===== config.mk =====
export PLATFORM = sky130hd
export DESIGN_NAME = irq_controller_flat
export DESIGN_NICKNAME = d
export VERILOG_FILES = /design/src/rtl/irq_controller_if.sv /design/src/rtl/irq_controller.sv /design/src/flat_wrapper.sv
export SDC_FILE = /design/constraint.sdc
export NUM_CORES = 1
export LEC_CHECK = 0
export ABC_AREA = 1
export BUFFER_PORTS_ARGS = -buffer_cell sky130_fd_sc_hd__clkbuf_2
export CAP_MARGIN = 5
export CORE_ASPECT_RATIO = 1.5
export CORE_MARGIN = 4
export CORE_UTILIZATION = 44
export CTS_CLUSTER_DIAMETER = 80
export DETAILED_ROUTE_END_ITERATION = 16
export PLACE_DENSITY = 0.85
export RECOVER_POWER = 50
export SLEW_MARGIN = 20
export SYNTH_ARGS = -nofsm -noshare
export SYNTH_HDL_FRONTEND = slang
export SYNTH_SLANG_ARGS = --single-unit

===== constraint.sdc =====
create_clock -name clk -period 2.8 [get_ports clk]
set_input_delay 0.28 -clock clk [delete_from_list [all_inputs] [get_ports clk]]
set_output_delay 0.28 -clock clk [all_outputs]
set_load 0.01 [all_outputs]

===== src/rtl/irq_controller_if.sv =====
// Bus and IRQ signals between the Bridge/CPU side and the interrupt controller.
// master = Bridge/CPU side (drives address, strobe, write data, device sources);
// slave  = controller (drives read data and the irq vector).
interface irq_controller_if;
  logic [31:0] Addr;
  logic        WE;
  logic [31:0] Din;
  logic [31:0] Dout;
  logic [5:0]  irq_src;
  logic [5:0]  irq;

  modport master (
    output Addr, WE, Din, irq_src,
    input  Dout, irq
  );

  modport slave (
    input  Addr, WE, Din, irq_src,
    output Dout, irq
  );
endinterface


===== src/rtl/irq_controller.sv =====
// Memory-mapped interrupt controller: per-line capture, edge/level mode, pending, mask, W1C ack.
// Latency: source to irq 1 cycle (3 cycles when IRQ_SYNC_EN adds a 2-flop synchronizer); Dout is combinational.
// Backpressure: none; writes always accepted in one cycle, reads never stall.
module irq_controller #(
  parameter int           N_LINES    = 6,
  parameter logic [5:0]   MODE_RESET = 6'b0
) (
  input  logic           clk,
  input  logic           reset,
  irq_controller_if.slave bus
);

  // Bits at or above N_LINES are tied off everywhere.
  localparam logic [5:0] LINE_MASK = 6'((1 << N_LINES) - 1);

  localparam logic [2:0] A_MASK    = 3'd0;
  localparam logic [2:0] A_MODE    = 3'd1;
  localparam logic [2:0] A_PENDING = 3'd2;
  localparam logic [2:0] A_RAW     = 3'd3;
  localparam logic [2:0] A_ID      = 3'd4;

  logic [5:0]  mask_q;
  logic [5:0]  mode_q;
  logic [5:0]  pending_q;
  logic [5:0]  prev_q;
  logic [5:0]  s;
  logic [5:0]  pending_nxt;
  logic [5:0]  active;
  logic [31:0] id_val;
  logic [2:0]  reg_sel;
  logic        wr_mask;
  logic        wr_mode;
  logic        wr_pending;

  // The Bridge does base decode; only the word offset and the low data bits matter here.
  logic unused_bits;
  assign unused_bits = ^{bus.Addr[31:5], bus.Addr[1:0], bus.Din[31:6]};

  assign reg_sel    = bus.Addr[4:2];
  assign wr_mask    = bus.WE && (reg_sel == A_MASK);
  assign wr_mode    = bus.WE && (reg_sel == A_MODE);
  assign wr_pending = bus.WE && (reg_sel == A_PENDING);

`ifdef IRQ_SYNC_EN
  logic [5:0] sync1_q;
  logic [5:0] sync2_q;

  // Two-flop synchronizer for sources that may come from another clock domain.
  always_ff @(posedge clk) begin
    if (reset) begin
      sync1_q <= '0;
      sync2_q <= '0;
    end else begin
      sync1_q <= bus.irq_src;
      sync2_q <= sync1_q;
    end
  end

  assign s = sync2_q & LINE_MASK;
`else
  // Sources already live on clk, so they are sampled directly.
  assign s = bus.irq_src & LINE_MASK;
`endif

  // Next pending: edge lines latch rising edges and honour W1C (a new edge beats a
  // same-cycle clear); level lines simply follow the sampled source.
  always_comb begin
    logic [5:0] w1c;
    logic [5:0] edge_set;
    logic [5:0] edge_next;
    w1c         = wr_pending ? bus.Din[5:0] : 6'b0;
    edge_set    = s & ~prev_q;
    edge_next   = (pending_q & ~w1c) | edge_set;
    pending_nxt = ((mode_q & edge_next) | (~mode_q & s)) & LINE_MASK;
  end

  // Register file, edge-detect history and pending latch.
  always_ff @(posedge clk) begin
    if (reset) begin
      mask_q    <= '0;
      mode_q    <= MODE_RESET & LINE_MASK;
      pending_q <= '0;
      prev_q    <= '0;
    end else begin
      prev_q    <= s;
      pending_q <= pending_nxt;
      if (wr_mask) mask_q <= bus.Din[5:0] & LINE_MASK;
      if (wr_mode) mode_q <= bus.Din[5:0] & LINE_MASK;
    end
  end

  assign active = pending_q & mask_q;

  // Lowest active line wins; all-ones means nothing is requesting.
  always_comb begin
    id_val = 32'hFFFF_FFFF;
    for (int i = 5; i >= 0; i--) begin
      if (active[i]) id_val = 32'(i);
    end
  end

  // Combinational read mux; unmapped offsets read zero.
  always_comb begin
    bus.Dout = 32'h0;
    case (reg_sel)
      A_MASK:    bus.Dout = {26'b0, mask_q};
      A_MODE:    bus.Dout = {26'b0, mode_q};
      A_PENDING: bus.Dout = {26'b0, pending_q};
      A_RAW:     bus.Dout = {26'b0, s};
      A_ID:      bus.Dout = id_val;
      default:   bus.Dout = 32'h0;
    endcase
  end

  // Requests are forced low while reset is held, even before the first reset edge.
  assign bus.irq = reset ? 6'b0 : active;

endmodule


===== src/flat_wrapper.sv =====
// flat-port wrapper written by rule: the top's interface ports become plain ports
module irq_controller_flat 
#(
  parameter int           N_LINES    = 6,
  parameter logic [5:0]   MODE_RESET = 6'b0
)
  (clk, reset, bus_Addr, bus_WE, bus_Din, bus_irq_src, bus_Dout, bus_irq);
  irq_controller_if bus_i ();
  input  logic clk;
  input  logic reset;
  input wire logic [$bits(bus_i.Addr)-1:0] bus_Addr;
  input wire logic [$bits(bus_i.WE)-1:0] bus_WE;
  input wire logic [$bits(bus_i.Din)-1:0] bus_Din;
  input wire logic [$bits(bus_i.irq_src)-1:0] bus_irq_src;
  output wire logic [$bits(bus_i.Dout)-1:0] bus_Dout;
  output wire logic [$bits(bus_i.irq)-1:0] bus_irq;
  assign bus_i.Addr = bus_Addr;
  assign bus_i.WE = bus_WE;
  assign bus_i.Din = bus_Din;
  assign bus_i.irq_src = bus_irq_src;
  assign bus_Dout = bus_i.Dout;
  assign bus_irq = bus_i.irq;
  irq_controller #(.N_LINES(N_LINES), .MODE_RESET(MODE_RESET)) u_core (.clk(clk), .reset(reset), .bus(bus_i));
endmodule

# Yosys cells after proc, flatten, opt, wreduce, memory -nomap -nowiden
# Index checks and enable logic that the tools add are counted.
[word_totals]
reg_bits = 24
input_bits = 73
[op_classes]
eq_ne = 4
n_mux = 9
bitwise_logic = 10
reduce_logical = 4
[op_table]
columns = ["operator", "n"]
rows = [
  ["32-bit two-way mux", 6],
  ["32-bit case mux with 5 select lines", 1],
  ["6-bit bitwise AND", 5],
  ["6-bit NOT", 3],
  ["6-bit two-way mux", 2],
  ["6-bit OR", 2],
  ["3-bit by 2-bit equality test with 1-bit output (second input constant)", 2],
  ["3-bit by 1-bit equality test with 1-bit output (second input constant)", 1],
  ["3-bit equality test (second input constant)", 1],
  ["1-bit logical AND", 3],
  ["3-bit logical NOT", 1],
]

# Longest topological paths before layout
# Gate-level depths: netlist of run 1.
[logic_depth]
word_depth = 8
mapped_depth = 7

# Worst setup path before layout of run 1
# No wires, ideal clock.
[synth_timing]
path_kind = "input port to output port"
startpoint = "input port bus_Addr[3]"
endpoint = "output port bus_Dout[10]"
arrival_time_ps = 1585
required_time_ps = 2520
path_slack_ps = 935
path_stages = 7
n_path_buf = 2
path_cell_list = "buf_6 nor2_2 nand2_2 nor2_2 nand3_2 inv_1 buf_4"
[synth_via]
elab_chain_cells = 2
word_cells_on_any_way = 6
cone_classes = "eq/ne (4); mux (1); reduce/logical (1)"
[synth_rtl]
columns = ["item", "line_no", "rtl"]
rows = [
  ["start: declaration", "flat_wrapper.sv:11", "input wire logic [$bits(bus_i.Addr)-1:0] bus_Addr;"],
  ["3-bit equality test, or another cell as far along", "irq_controller.sv:105", "case (reg_sel)"],
  ["32-bit case mux with 5 select lines *", "irq_controller.sv:105", ""],
  ["end: declaration", "flat_wrapper.sv:15", "output wire logic [$bits(bus_i.Dout)-1:0] bus_Dout;"],
]
# Mark *: on every way between the ends. The rest lies on a longest branch, timed or not.

# Worst setup path in the final report of run 1
[layout_timing]
startpoint = "register u_core.pending_q[1]"
endpoint = "output port bus_Dout[12]"
[layout_via]
elab_chain_cells = 4
[layout_rtl]
columns = ["item", "line_no", "rtl"]
rows = [
  ["start: declaration", "irq_controller.sv:24", "logic [5:0] pending_q;"],
  ["start signal: assignment", "irq_controller.sv:86", "pending_q <= pending_nxt;"],
  ["6-bit bitwise AND", "irq_controller.sv:92", "assign active = pending_q & mask_q;"],
  ["32-bit two-way mux (2 in a row)", "irq_controller.sv:98", "if (active[i]) id_val = 32'(i);"],
  ["32-bit case mux with 5 select lines", "irq_controller.sv:105", ""],
]
# No other way between the ends.

==> results.md, run 1 <==
Run status:
- The flow ran to the end, and the final reports show no timing, DRC or antenna violations.

Timing:
- The final hold violation count was 0.
- The count of final max-slew check failures is 0.
- The setup TNS is 0 ns.
- Setup repair after global routing left no endpoint under its margin.
- Setup violations remaining at the end of the flow were counted as 0.
- The worst relative slew slack is 0.2584.
- The final period utilization is 0.7228.
- The clock arrives with slightly above 0.001 ns of skew.
- The timing-limited maximum frequency is a little under 0.5 GHz.
- The final period demand of the worst path is about 2.0 ns.
- The actual slew at the worst max-slew pin is about 1.1 ns.

Global routing:
- The via count of the first global-routing pass is between 1k and 1.5k.
- Entering global routing, the biggest net connects 31 pins.
- The sum of overflow across all layers after global routing is 0.
- The number of antenna violations at the first check in global routing is 0.
- The first-pass GRT wire length is 6113 um.
- Across every metal layer, demand over resource in global routing totals 0.1635.

Clock network:
- The cell chosen for the clock root is clkbuf_8.
- Gates resized during post-CTS repair numbered 0.
- Counting along the longest clock path gives a buffer depth of 2.
- Clock tree synthesis inserted a total of 3 buffers.
- The CTS tree is built.
- CTS saw 24 sinks.
- The H-tree level count is 1.
- In this run, post-CTS hold repair placed 0 buffers.
- The later-pin clock latency in the skew report is approximately 0.26 ns.
- The clock slew seen by the registers of the worst setup and hold paths is about 0.080 ns.
- The number of setup buffers added after CTS is 0.

Final layout:
- In the final design database the tool counted approximately 350 nets.
- The combined area of the multi-input logic cells is ~760 um^2.
- The count of cells in the finished layout, fillers not included, comes to 320.
- The number of inserted diodes is 0.
- The fraction of final layout cells with drive strength greater than 1 is 0.2158.
- The area overhead of the layout relative to synthesis is 7.857%.
- The filler cells instantiated in the layout total 392.
- Registers take between 400 and 500 um^2.

Yosys:
- The share of synthesized area in the top cell type comes to 0.3048.
- The biggest area contributor in the post-synthesis netlist is dfxtp_1.
- The mean area per synthesized cell is approximately 6.3 um^2.
- The number of flip-flops and latches in the synthesized netlist is 24.
- Synthesis produced a netlist whose cell count is 252.
- In the post-synthesis netlist, the biggest area contributors are dfxtp_1 (30%), nand2_1 (19%), buf_4 (12%), nor2_1 (8.8%), nand4_1 (8.7%).
- The post-synthesis sequential area ratio is 0.3048.
- The number of warnings reported in the yosys synthesis log is 0.
- After synthesis the cells add up to approximately 1600 um^2.
- The synthesized netlist net count is roughly 330.
- The number of distinct library cells after synthesis is 18.

Critical path:
- The setup slack on the worst flop-to-flop path is around 2.1 ns.
- The endpoint of the worst-slack reg-to-reg timing path is u_core.pending_q[4].
- Tracing the worst setup path back leads to its startpoint at u_core.pending_q[1].
- The slowest cell on the critical path is inv_1.
- For this run, the slowest stage of the critical path takes between 0.4 and 0.5 ns.
- The critical path goes through nand2_1 > nand2_1 > nor2_2 > nand3_2 > inv_1 > clkbuf_2.
- The highest net fanout along the worst path is 26.
- The worst reg2reg path depth is 4.
- The category of the critical setup timing path is reg -> out.
- The startpoint of the worst-slack reg-to-reg timing path is u_core.pending_q[4].
- STA puts the critical path data arrival time at about 1.7 ns.
- At the worst endpoint, the required time is 2.52 ns.
- The sort of element at the end of the critical path is an output pin.
- Counting stages on the worst path, the most repeated cell is nand2_1.
- The type of origin of the critical path is a flop.

Routing:
- The routed length per placed instance is between 10 and 15 um.
- The detail route stage leaves a number of antenna-violating nets equal to 0.
- The violation count after the first detailed-route iteration is 62.
- Detailed routing inserted a total of about 1.6k vias.
- Wires add up to around 3800 um.
- The number of remaining DRC errors is 0.
- The via density per instance is roughly 5.1.
- The first TritonRoute pass finished after 4 iterations.

Hold path:
- The tightest min-delay check is of the in -> reg type.
- The worst hold path was traced through 3 stages.
- The startpoint of the worst hold path is bus_irq_src[5].
- The endpoint of the worst hold path is u_core.prev_q[5].

Die:
- The die outline height is 81.31 um.
- The die covers approximately 4600 um^2.
- The number of primary I/O pins is 111.
- For this configuration, the core starts out at a cell density of 0.4615.
- From left edge to right edge, the die measures 56.88 um.
- The core region area is between 3000 and 4000 um^2.
- The number of placement rows is 26.

Power:
- The leakage power summed over all cells is between 0.9 and 1 nW.
- The worst-case vdd ir drop is 0.2870 mV.
- The total power density per cell area is between 400 and 500 nW/um^2.
- After layout, the design draws a total of a little under 700 uW.

Place:
- In this run, placement finished with an instance count of roughly 320.
- Routability-driven placement finished with a final weighted congestion of 0.8268.
- The placed wire-length estimate is approximately 2800 um.
- Input and output buffers added on the ports amount to 55.

Flow run:
- The total of max-cap violations is 0.
==> routing by layer <==
layer  global-route usage  vias to the layer above  share of wire
met2               0.2963                      103           0.45
li1                     -                      826              -
met1               0.1888                      706           0.40
met5                    0                        -              0
met3              0.02862                        9           0.12
met4              0.06497                        0          0.026
==> power breakdown <==
part	leakage (nW)	switching (mW)	internal (mW)
logic	0.682	0.0881	0.0432
registers	0.197	0.0104	0.356
clock network	0.0216	0.103	0.0962
==> Yosys cell counts (all sizes together) <==
cell type,instances
a21oi,6
inv,22
nor2,43
o21ai,1
clkbuf,3
nand4,22
dfxtp,24
nand3,17
nand2,82
buf,31
nor3,1
==> layout by cell type, fill, tap and decap left out, drive strengths merged <==
cell,n
o21ai,1
nand2,82
clkbuf,58
nand4,22
inv,22
nor3,1
buf,2
nand3,17
a21oi,6
dfxtp,24
nor2,43
==> metrics by stage <==
| step | worst slack (ns) | hold slack (ns) | utilization | cell area, um^2 |
|---|---|---|---|---|
| floorplan | 0.9353 | 0.3626 | - | 1577 |
| global placement | 0.8445 | 0.4492 | 0.4912 | 1678 |
| detailed placement | 0.8071 | 0.4584 | 0.4912 | 1678 |
| CTS | 0.7466 | 0.2296 | 0.5033 | 1719 |
| global route | 0.5493 | 0.2418 | 0.4978 | 1700 |
| finish | 0.7761 | 0.2331 | 0.4978 | 1700 |
==> worst max-delay path by stage <==
stage          slack [ns]      endpoint  cells after the start
6_report             0.78  bus_Dout[12]                      6
3_5_place_dp         0.81  bus_Dout[28]                      7
5_1_grt              0.55  bus_Dout[28]                      6
4_1_cts              0.75  bus_Dout[28]                      6
2_1_floorplan        0.94  bus_Dout[10]                      7
3_3_place_gp         0.84  bus_Dout[11]                      7
==> worst max-delay path: cells and delay by family (launching register included) <==
| family | cells | cell delay (ns) |
|---|---|---|
| simple gates | 4 | 0.44 |
| flops | 1 | 0.34 |
| buf+inv | 2 | 0.69 |
==> cell type report <==
class                           count  area share
Multi-Input combinational cell    172      0.4496
Tap cell                           42     0.03091
Clock buffer                        3     0.02428
Timing Repair Buffer               57      0.1641
Inverter                           22     0.04857
Sequential cell                    24      0.2826
==> kinds of logic after synthesis <==
group | count (synthesis) | share of synthesized area
flip-flops | 24 | 0.3048
AND/OR/NAND/NOR | 165 | 0.4674
buffers and inverters | 56 | 0.2056
AO/OA/AOI/OAI | 7 | 0.02222
==> flip-flops by register name, indices dropped and copies added, names as in the netlist <==
name	cells
u_core.mask_q	6
u_core.pending_q	6
u_core.mode_q	6
u_core.prev_q	6
Note: power is estimated with default switching activity, not from simulation.
==> inputs of run 2 (changes only) <==
--- a/config.mk
+++ b/config.mk
@@ -10,10 +10,10 @@
 export CAP_MARGIN = 5
 export CORE_ASPECT_RATIO = 1.5
 export CORE_MARGIN = 4
-export CORE_UTILIZATION = 44
+export CORE_UTILIZATION = 41
 export CTS_CLUSTER_DIAMETER = 80
 export DETAILED_ROUTE_END_ITERATION = 16
-export PLACE_DENSITY = 0.85
+export PLACE_DENSITY = 0.8
 export RECOVER_POWER = 50
 export SLEW_MARGIN = 20
 export SYNTH_ARGS = -nofsm -noshare
==> constraint.sdc (replaced) <==
create_clock -name clk -period 1.9 [get_ports clk]
set_input_delay 0.19 -clock clk [delete_from_list [all_inputs] [get_ports clk]]
set_output_delay 0.19 -clock clk [all_outputs]
set_load 0.01 [all_outputs]
==> results.md, run 2 (synthesis gave the netlist of run 1 again) <==
Hold path:
- The startpoint of the worst hold path is bus_irq_src[0].
- The worst hold path passes through 3 cells.
- The endpoint of the worst hold path is u_core.prev_q[0].
- In this run the worst hold path is classified as in -> reg.

Global routing:
- In the global route stage, overall resource usage came out at 0.1607.
- The number of antenna violations at the first check in global routing is 0.
- Entering global routing, the biggest net connects 27 pins.
- The via count of the first global-routing pass is 1421.
- The first global-routing pass estimated 6334 um of wire.
- The sum of overflow across all layers after global routing is 0.

Routing:
- The violation count after the first detailed-route iteration is 75.
- The routed length per placed instance is about 12 um.
- For this run, design rule violations remaining after detail routing come to 0.
- The detailed-router iteration count before antenna repair is 4.
- Dividing the detail-routed via count by the number of cells gives between 5 and 6.
- The remaining antenna violation count is 0.
- The total via count after detailed routing is ~1.7k.
- The detailed-route wire length is just under 4000 um.

Critical path:
- The data arrival time at the worst-slack endpoint is approximately 1.5 ns.
- The signal on the critical path passes through nand2_1 > nand2_1 > nor2_2 > nand3_2 > inv_1 > buf_4 > clkbuf_2.
- For the worst flop-to-flop path, the logic depth is 4.
- The endpoint of the worst-slack reg-to-reg timing path is u_core.pending_q[4].
- The setup path with the least slack is of type reg -> out.
- The cell family contributing the most delay on the critical path is simple AND/OR/NAND/NOR gates.
- The worst setup path is launched from a flop.
- The required time of the critical path is 1.71 ns.
- Together, buffers and inverters on the worst path number 3.
- The worst setup path is captured at an output pin.
- The most numerous cell type found on the critical path is nand2_1.
- The highest net fanout along the worst path is 26.
- The critical path runs through a total of 7 cells.
- The startpoint identified for the worst register-to-register timing path is u_core.pending_q[4].
- The slowest cell on the critical path is dfxtp_1.
- The setup slack on the worst flop-to-flop path is roughly 1.2 ns.
- The largest single stage delay on the critical path is between 0.3 and 0.4 ns.

Die:
- The number of primary I/O pins is 111.
- The number of placement rows is 27.
- The width of the chip is between 50 and 60 um.
- For this configuration, the core starts out at a cell density of 0.4281.
- The total area inside the core boundary comes to approximately 3700 um^2.
- The die outline height is ~84 um.
- The die covers around 5000 um^2.

Final layout:
- The net count of the finished layout is roughly 360.
- From synthesis to final layout, the design area changed by 9.206%.
- Of the cells placed in the final design, the portion with a size suffix greater than 1 is 0.2242.
- In the final layout, flip-flops and latches occupy just under 500 um^2.
- In the layout the commonest cells are nand2_1 (80), clkbuf_2 (47), nor2_1 (38), dfxtp_1 (24), nand4_1 (22).
- The number of standard cells in the layout, taps in and fillers out is around 320.
- The filler cell count is 409.
- The library cell used most frequently in the layout, excluding fill and tap cells, is nand2_1.
- The number of inserted diodes is 0.
- The combined area of the multi-input logic cells is 764.5 um^2.

Power:
- The total power density per cell area is 604.2 nW/um^2.
- Of the total power, combinational logic draws 0.190.
- Of the total power, registers draw 0.520.
- The clock share of power is 0.290.
- The worst-case vdd ir drop is between 0.2 and 0.3 mV.
- The leakage power summed over all cells is between 0.9 and 1 nW.
- The analysis attributes to net switching a power of 306.9 uW.
- Internal power comes to 733.3 uW.
- The net switching share of the total power is 0.2950.

Timing:
- The final period utilization is 0.9089.
- Setup repair after global routing left no endpoint under its margin.
- After routing, the total negative slack on setup checks comes to 0 ns.
- Static timing analysis puts the maximum clock frequency at between 0.5 and 0.6 GHz.
- The final period demand of the worst path is about 1.7 ns.
- The count of final max-slew check failures is 0.
- On the final layout, the worst clock skew is between 0.0004 and 0.0005 ns.
- The worst relative slew slack is 0.2615.
- The actual slew at the worst max-slew pin is ~1.1 ns.
- Setup violations remaining at the end of the flow were counted as 0.
- The final hold violation count is 0.
- The final worst setup slack is between 0.15 and 0.2 ns.

Run status:
- The flow ran to the end, and the final reports show no timing, DRC or antenna violations.

Clock network:
- In this run the number of H-tree levels came out at 1.
- The cell chosen for the clock root is clkbuf_8.
- TritonCTS created 3 clock buffers.
- The count of hold buffers inserted by post-cts repair is 0.
- The clock slew seen by the registers of the worst setup and hold paths is around 0.08 ns.
- The CTS tree is built.
- The number of gates given a new drive strength after cts is 0.
- Once the clock tree was built, the setup fixing pass inserted 0 buffers.
- The later-pin clock latency in the skew report is 0.26 ns.
- The clock passes through at most 2 buffers.
- The number of sinks handled by clock tree synthesis is 24.

Place:
- During placement, the flow inserted port buffers numbering 55.
- At the end of routability-driven placement, the weighted congestion stood at 0.8583.
- Before CTS, the worst setup slack after placement is roughly 0.33 ns.
- The cell count after placement is 321.
- Once detailed placement completed, the half-perimeter wirelength came to 2997 um.

Flow run:
- The total of max-cap violations is 0.
## run 2: changes by cell type in the layout (fill, tap and decap cells not counted)
cell      delta
buf_4        +2
clkbuf_2     +1
## run 2: layout make-up
type / instances / share of cell area
clock buffers: 3 / 0.02398
inverters: 22 / 0.04797
well taps: 43 / 0.03125
repair buffers: 60 / 0.1737
flip-flops and latches: 24 / 0.2791
multi-input cells: 172 / 0.4440
## run 2: metrics by stage
stage | utilization | hold WS [ns] | power, mW | instance area (um^2)
3_3_place_gp | 0.4621 | 0.4182 | 0.7493 | 1702
2_1_floorplan | - | 0.2726 | 0.6972 | 1577
5_1_grt | 0.4676 | 0.1384 | 1.090 | 1722
3_5_place_dp | 0.4621 | 0.4169 | 0.7529 | 1702
6_report | 0.4676 | 0.1357 | 1.040 | 1722
4_1_cts | 0.4733 | 0.1343 | 1.046 | 1743
## run 2: routing by layer
metal | track usage | up-vias | part of all wire
met3 | 0.02322 | 8 | 0.12
met1 | 0.1957 | 719 | 0.40
met5 | 0 | - | 0
li1 | - | 841 | -
met2 | 0.2665 | 91 | 0.46
met4 | 0.08041 | 0 | 0.018
## run 2: worst max-delay path by stage
stage | slack, ns | to | from
final | 0.17 | bus_Dout[15] | u_core.pending_q[1]
after global routing | 0.04 | bus_Dout[27] | u_core.pending_q[1]
after CTS | 0.16 | bus_Dout[15] | u_core.pending_q[1]
after detailed placement | 0.33 | bus_Dout[15] | bus_Addr[3]
after global placement | 0.36 | bus_Dout[11] | bus_Addr[3]
after floorplan | 0.22 | bus_Dout[10] | bus_Addr[3]
## run 2: power groups by stage
stage / clock [mW] / combinational [mW] / sequential (mW)
3_5_place_dp: 0 / 0.201 / 0.552
4_1_cts: 0.304 / 0.201 / 0.540
3_3_place_gp: 0 / 0.198 / 0.551
2_1_floorplan: 0 / 0.150 / 0.547
5_1_grt: 0.326 / 0.220 / 0.544
6_report: 0.302 / 0.198 / 0.541
## run 2: tightest hold or removal path, cell delays in order
cell and delay [ns]:
clkbuf_2 0.09, inv_1 0.04, nor2_1 0.04
